$ cat config.mk
export PLATFORM = sky130hd
export DESIGN_NAME = instruction_fetch
export DESIGN_NICKNAME = d
export VERILOG_FILES = /design/src/rtl/hack_pkg.sv /design/src/rtl/sync_fifo.sv /design/src/rtl/instruction_fetch.sv
export SDC_FILE = /design/constraint.sdc
export NUM_CORES = 1
export LEC_CHECK = 0
export BUFFER_PORTS_ARGS = -buffer_cell sky130_fd_sc_hd__buf_4
export CAP_MARGIN = 15
export CORE_ASPECT_RATIO = 0.75
export CORE_MARGIN = 4
export CORE_UTILIZATION = 54
export CTS_BUF_LIST = sky130_fd_sc_hd__clkbuf_4
export CTS_CLUSTER_DIAMETER = 40
export DETAILED_ROUTE_END_ITERATION = 7
export GPL_TIMING_DRIVEN = 0
export PLACE_DENSITY = 0.78
export SLEW_MARGIN = 15
export SYNTH_ARGS = -nofsm -noshare
export SYNTH_HDL_FRONTEND = slang
export SYNTH_SLANG_ARGS = --single-unit
$ cat constraint.sdc
create_clock -name clk -period 3.4 [get_ports clk]
set_input_delay 0.34 -clock clk [delete_from_list [all_inputs] [get_ports clk]]
set_output_delay 0.34 -clock clk [all_outputs]
set_load 0.02 [all_outputs]
$ cat src/rtl/hack_pkg.sv
// hack_pkg: shared widths and reset vector for the Hack CPU front end
package hack_pkg;
  localparam int DEF_ADDR_WIDTH = 15;
  localparam int DEF_INSTR_WIDTH = 16;
  localparam logic [DEF_ADDR_WIDTH-1:0] RESET_VECTOR = '0;
endpackage

$ cat src/rtl/sync_fifo.sv
// sync_fifo: small register FIFO with synchronous clear and a gated head output
module sync_fifo #(
  parameter int WIDTH = 31,
  parameter int DEPTH = 4
) (
  input  logic                       clk,
  input  logic                       clear,
  input  logic                       push,
  input  logic [WIDTH-1:0]           din,
  input  logic                       pop,
  output logic [WIDTH-1:0]           dout,
  output logic                       valid,
  output logic [$clog2(DEPTH+1)-1:0] count
);
  localparam int PW = $clog2(DEPTH);
  localparam int CW = $clog2(DEPTH+1);
  logic [WIDTH-1:0] mem [DEPTH];
  logic [PW-1:0] wr_ptr, rd_ptr;
  logic do_pop;
  assign valid = count != '0;
  assign do_pop = pop && valid;
  assign dout = valid ? mem[rd_ptr] : '0;
  // pointers and occupancy; pointers wrap naturally since DEPTH is a power of two
  always_ff @(posedge clk) begin
    if (clear) begin
      wr_ptr <= '0;
      rd_ptr <= '0;
      count <= '0;
    end else begin
      wr_ptr <= wr_ptr + PW'(push);
      rd_ptr <= rd_ptr + PW'(do_pop);
      count <= count + CW'(push) - CW'(do_pop);
    end
  end
  // storage; callers never push into a full FIFO
  always_ff @(posedge clk) begin
    if (push) mem[wr_ptr] <= din;
  end
endmodule

$ cat src/rtl/instruction_fetch.sv
// instruction_fetch: walks instruction ROM and prefetches words for the decode stage
module instruction_fetch
  import hack_pkg::*;
#(
  parameter int ADDR_WIDTH = DEF_ADDR_WIDTH,
  parameter int INSTR_WIDTH = DEF_INSTR_WIDTH,
  parameter int DEPTH = 4
) (
  input  logic                   clk,
  input  logic                   reset,
  input  logic [15:0]            pc_in,
  input  logic                   pc_load,
  output logic [ADDR_WIDTH-1:0]  rom_addr,
  output logic                   rom_en,
  input  logic [INSTR_WIDTH-1:0] rom_data,
  output logic [INSTR_WIDTH-1:0] instr,
  output logic [ADDR_WIDTH-1:0]  instr_pc,
  output logic                   instr_valid,
  input  logic                   instr_ready
);
  localparam int CW = $clog2(DEPTH+1);
  logic [ADDR_WIDTH-1:0] fetch_pc, tag;
  logic inflight, flush, push;
  logic [CW-1:0] count;
  logic [INSTR_WIDTH+ADDR_WIDTH-1:0] head;
  logic unused_pc_in;
  assign unused_pc_in = ^pc_in;
  assign flush = !reset || pc_load;
  assign push = inflight && !flush;
  assign rom_en = !flush && (({1'b0, count} + (CW+1)'(inflight)) < (CW+1)'(DEPTH));
  assign rom_addr = fetch_pc;
  assign {instr, instr_pc} = head;
  // fetch pointer, in-flight flag and tag of the word coming back next cycle
  always_ff @(posedge clk) begin
    if (flush) begin
      inflight <= 1'b0;
      fetch_pc <= !reset ? ADDR_WIDTH'(RESET_VECTOR) : pc_in[ADDR_WIDTH-1:0];
    end else begin
      inflight <= rom_en;
      if (rom_en) begin
        fetch_pc <= fetch_pc + 1'b1;
        tag <= fetch_pc;
      end
    end
  end
  sync_fifo #(.WIDTH(INSTR_WIDTH+ADDR_WIDTH), .DEPTH(DEPTH)) u_fifo (
    .clk   (clk),
    .clear (flush),
    .push  (push),
    .din   ({rom_data, tag}),
    .pop   (instr_ready),
    .dout  (head),
    .valid (instr_valid),
    .count (count)
  );
endmodule

==> out/qor.yml <==
grt_max_degree: 25
synth_area_leaders: "edfxtp_1, mux4_2, and2_1"
max_cap_violations: 0
finClkSkew_ns: 0.0157
fp.dieW_um: 134
cts_buffer_depth: 2
start_util_pct: 55.4
ctsResizeCount: 0
fmax_mhz: 351
synth_top_family_by_area: "multiplexers"
finalCritPeriodShare_pct: 83.8
crit_path_end_kind: "output port"
p_per_area_nw_per_um2: 465
synth_xor_area_share_pct: 2.31
synthAdderAreaFrac_pct: 1.28
dieHeight_um: 103
hold_buffers: 16
synth_top_flop_cell: "edfxtp_1"
first_global_vias: 3690
synthMuxAreaShare_pct: 11.0
slew_viol_final: 0
ir_worst_vdd_mv: 0.236
area_delta_synth_final_pct: 21.6
finalCriticalPeriod_ns: 2.85
required_ns: 3.06
clk_latency_ns: 0.53
hpwlAfterDp_mm: 8.40
synthArstFlopShare_pct: 0
max_slew.worst_pin.slew_ns: 0.883
arrival_ns: 2.51
synth_warnings: 0
ios: 84
synthesis.nets: 394
layout-drive-gt1-share_pct: 33.5
routed_wl_mm: 12.0
netlist_instances: 352
cts_tree: "built"
synth_compound_gate_area_share_pct: 2.06
cts.sinks: 162
antenna_left: 0
relSlewSlack_pct: 40.9
crit_type: "flip-flop to output port"
synthTopCellsByCount: "edfxtp_1, and2_1, mux4_2"
clkTransAtPathRegs_ns: 0.12
finalSetupViolCount: 0
cp-start-kind: "flip-flop"
hold_ws_ns: 0.161
final_nets: 521
syn_area_um2: 6450
cts_buffers: 17
yosysTopAreaCellShare_pct: 71.7
rsz0062_at_grt: "false"
die_area_um2: 13800
gp_congestion: 0.859
dr.pass1.iters: 4
p_leak_uw: 0.00275
synth_area_per_cell_um2: 18.3
yosysSeqAreaShare_pct: 74.2
track_usage_pct: 18.7
grt_overflow: 0
via_count: 3541
via_per_inst: 5.41
hold_viol: 0
portBuffers: 82
core_um2: 11700
synthDistinctLibCells: 30
grt_pass1_wl_mm: 19.1
synth-seq-cells: 162
yosys.area.top_type: "edfxtp_1"
drt_iter0_drc: 226
synth.most_common_cell: "edfxtp_1"
n_antenna_cell: 0
synth_edf_count: 154
wire_per_inst_um: 18.3
cp_max_fo: 16
yosys.area_share.simple_pct: 7.60
setup_tns_ns: 0
post_cts_buffers: 0
remaining_drc_errors: 0
status: "finished, final reports clean"
rows: 34
hold_path.class: "input pin to flip-flop"
antenna_found_initial: 0
root_buffer: "clkbuf_4"
ctsHtreeMaxLevel: 4
sequential cells by signal, indices dropped and copies added (netlist names):
name           cells
inflight           1
tag               15
rom_addr          15
u_fifo.wr_ptr      2
u_fifo.count       3
u_fifo.mem       124
u_fifo.rd_ptr      2
cells in the final DEF, fill, tap and decap left out, drive strengths merged, types with 8 or more instances in the layout:
master | Yosys | final
edfxtp | 154 | 154
buf | 8 | 100
and2 | 39 | 39
mux4 | 31 | 31
clkbuf | 8 | 26
dlygate4sd3 | 0 | 16
o21ai | 14 | 14
nand2 | 12 | 12
xnor2 | 11 | 11
a21oi | 10 | 10
inv | 8 | 10
dfxtp | 8 | 8
nor2 | 8 | 8
clkinv | 0 | 8
final timing paths:
check	startpoint	to	slack, ns	cells past startpoint
worst min-delay path	pc_in[1]	rom_addr[1]	0.16	3
worst max-delay path	u_fifo.count[1]	rom_en	0.55	6
worst min register to register	tag[8]	u_fifo.mem[0][8]	0.51	0
worst max register to register	u_fifo.count[1]	u_fifo.count[2]	0.96	9
layer usage:
layer,up-vias,part of all wire (%),GRT usage [%]
met1,1765,43,25.5
met3,4,6.4,4.68
li1,1632,-,-
met5,-,0,0
met4,0,0.41,5.63
met2,140,50,30.3
report_power, final:
| group | internal [uW] | switching [uW] | leakage, uW |
|---|---|---|---|
| combinational | 118 | 126 | 0.00109 |
| clock | 516 | 629 | 0.000159 |
| sequential | 2220 | 40.1 | 0.00150 |
area by class of cell:
class | instances | area, um^2
buffer | 16 | 75.1
clock buffer | 18 | 135
clock inverter | 14 | 163
fill | 850 | 3810
inverter | 8 | 30.0
multi-input combinational | 166 | 1580
sequential | 162 | 4780
tap | 162 | 203
timing repair buffer | 108 | 875
cells by family (layout without fill, tap and decap cells):
kind of cell / count (synthesis) / count (layout)
flip-flops: 162 / 162
XOR/XNOR: 17 / 17
adder cells (fa/ha/maj): 6 / 6
buffers and inverters: 24 / 164
multiplexers: 32 / 32
AO/OA/AOI/OAI: 26 / 26
AND/OR/NAND/NOR: 85 / 85
through the flow:
step / cell area, um^2 / worst slack [ns] / std cells / power [uW] / utilization (%)
after floorplan: 6450 / -0.272 / 352 / 2410 / -
after global placement: 7270 / -2.20 / 596 / 2530 / 62.4
after detailed placement: 7390 / 0.449 / 606 / 2540 / 63.4
after CTS: 7840 / 0.120 / 654 / 3680 / 67.3
after global routing: 7850 / 0.337 / 654 / 3800 / 67.3
final: 7850 / 0.551 / 654 / 3650 / 67.3
critical path, stage by stage, from the launching register on:
cell     delay, ns
dfxtp_1       0.37
ha_1          0.22
or2_2         0.28
a31oi_1       0.16
a31oi_1       0.09
nor2_2        0.59
buf_4         0.27
Power figures use the tool's default switching activity.
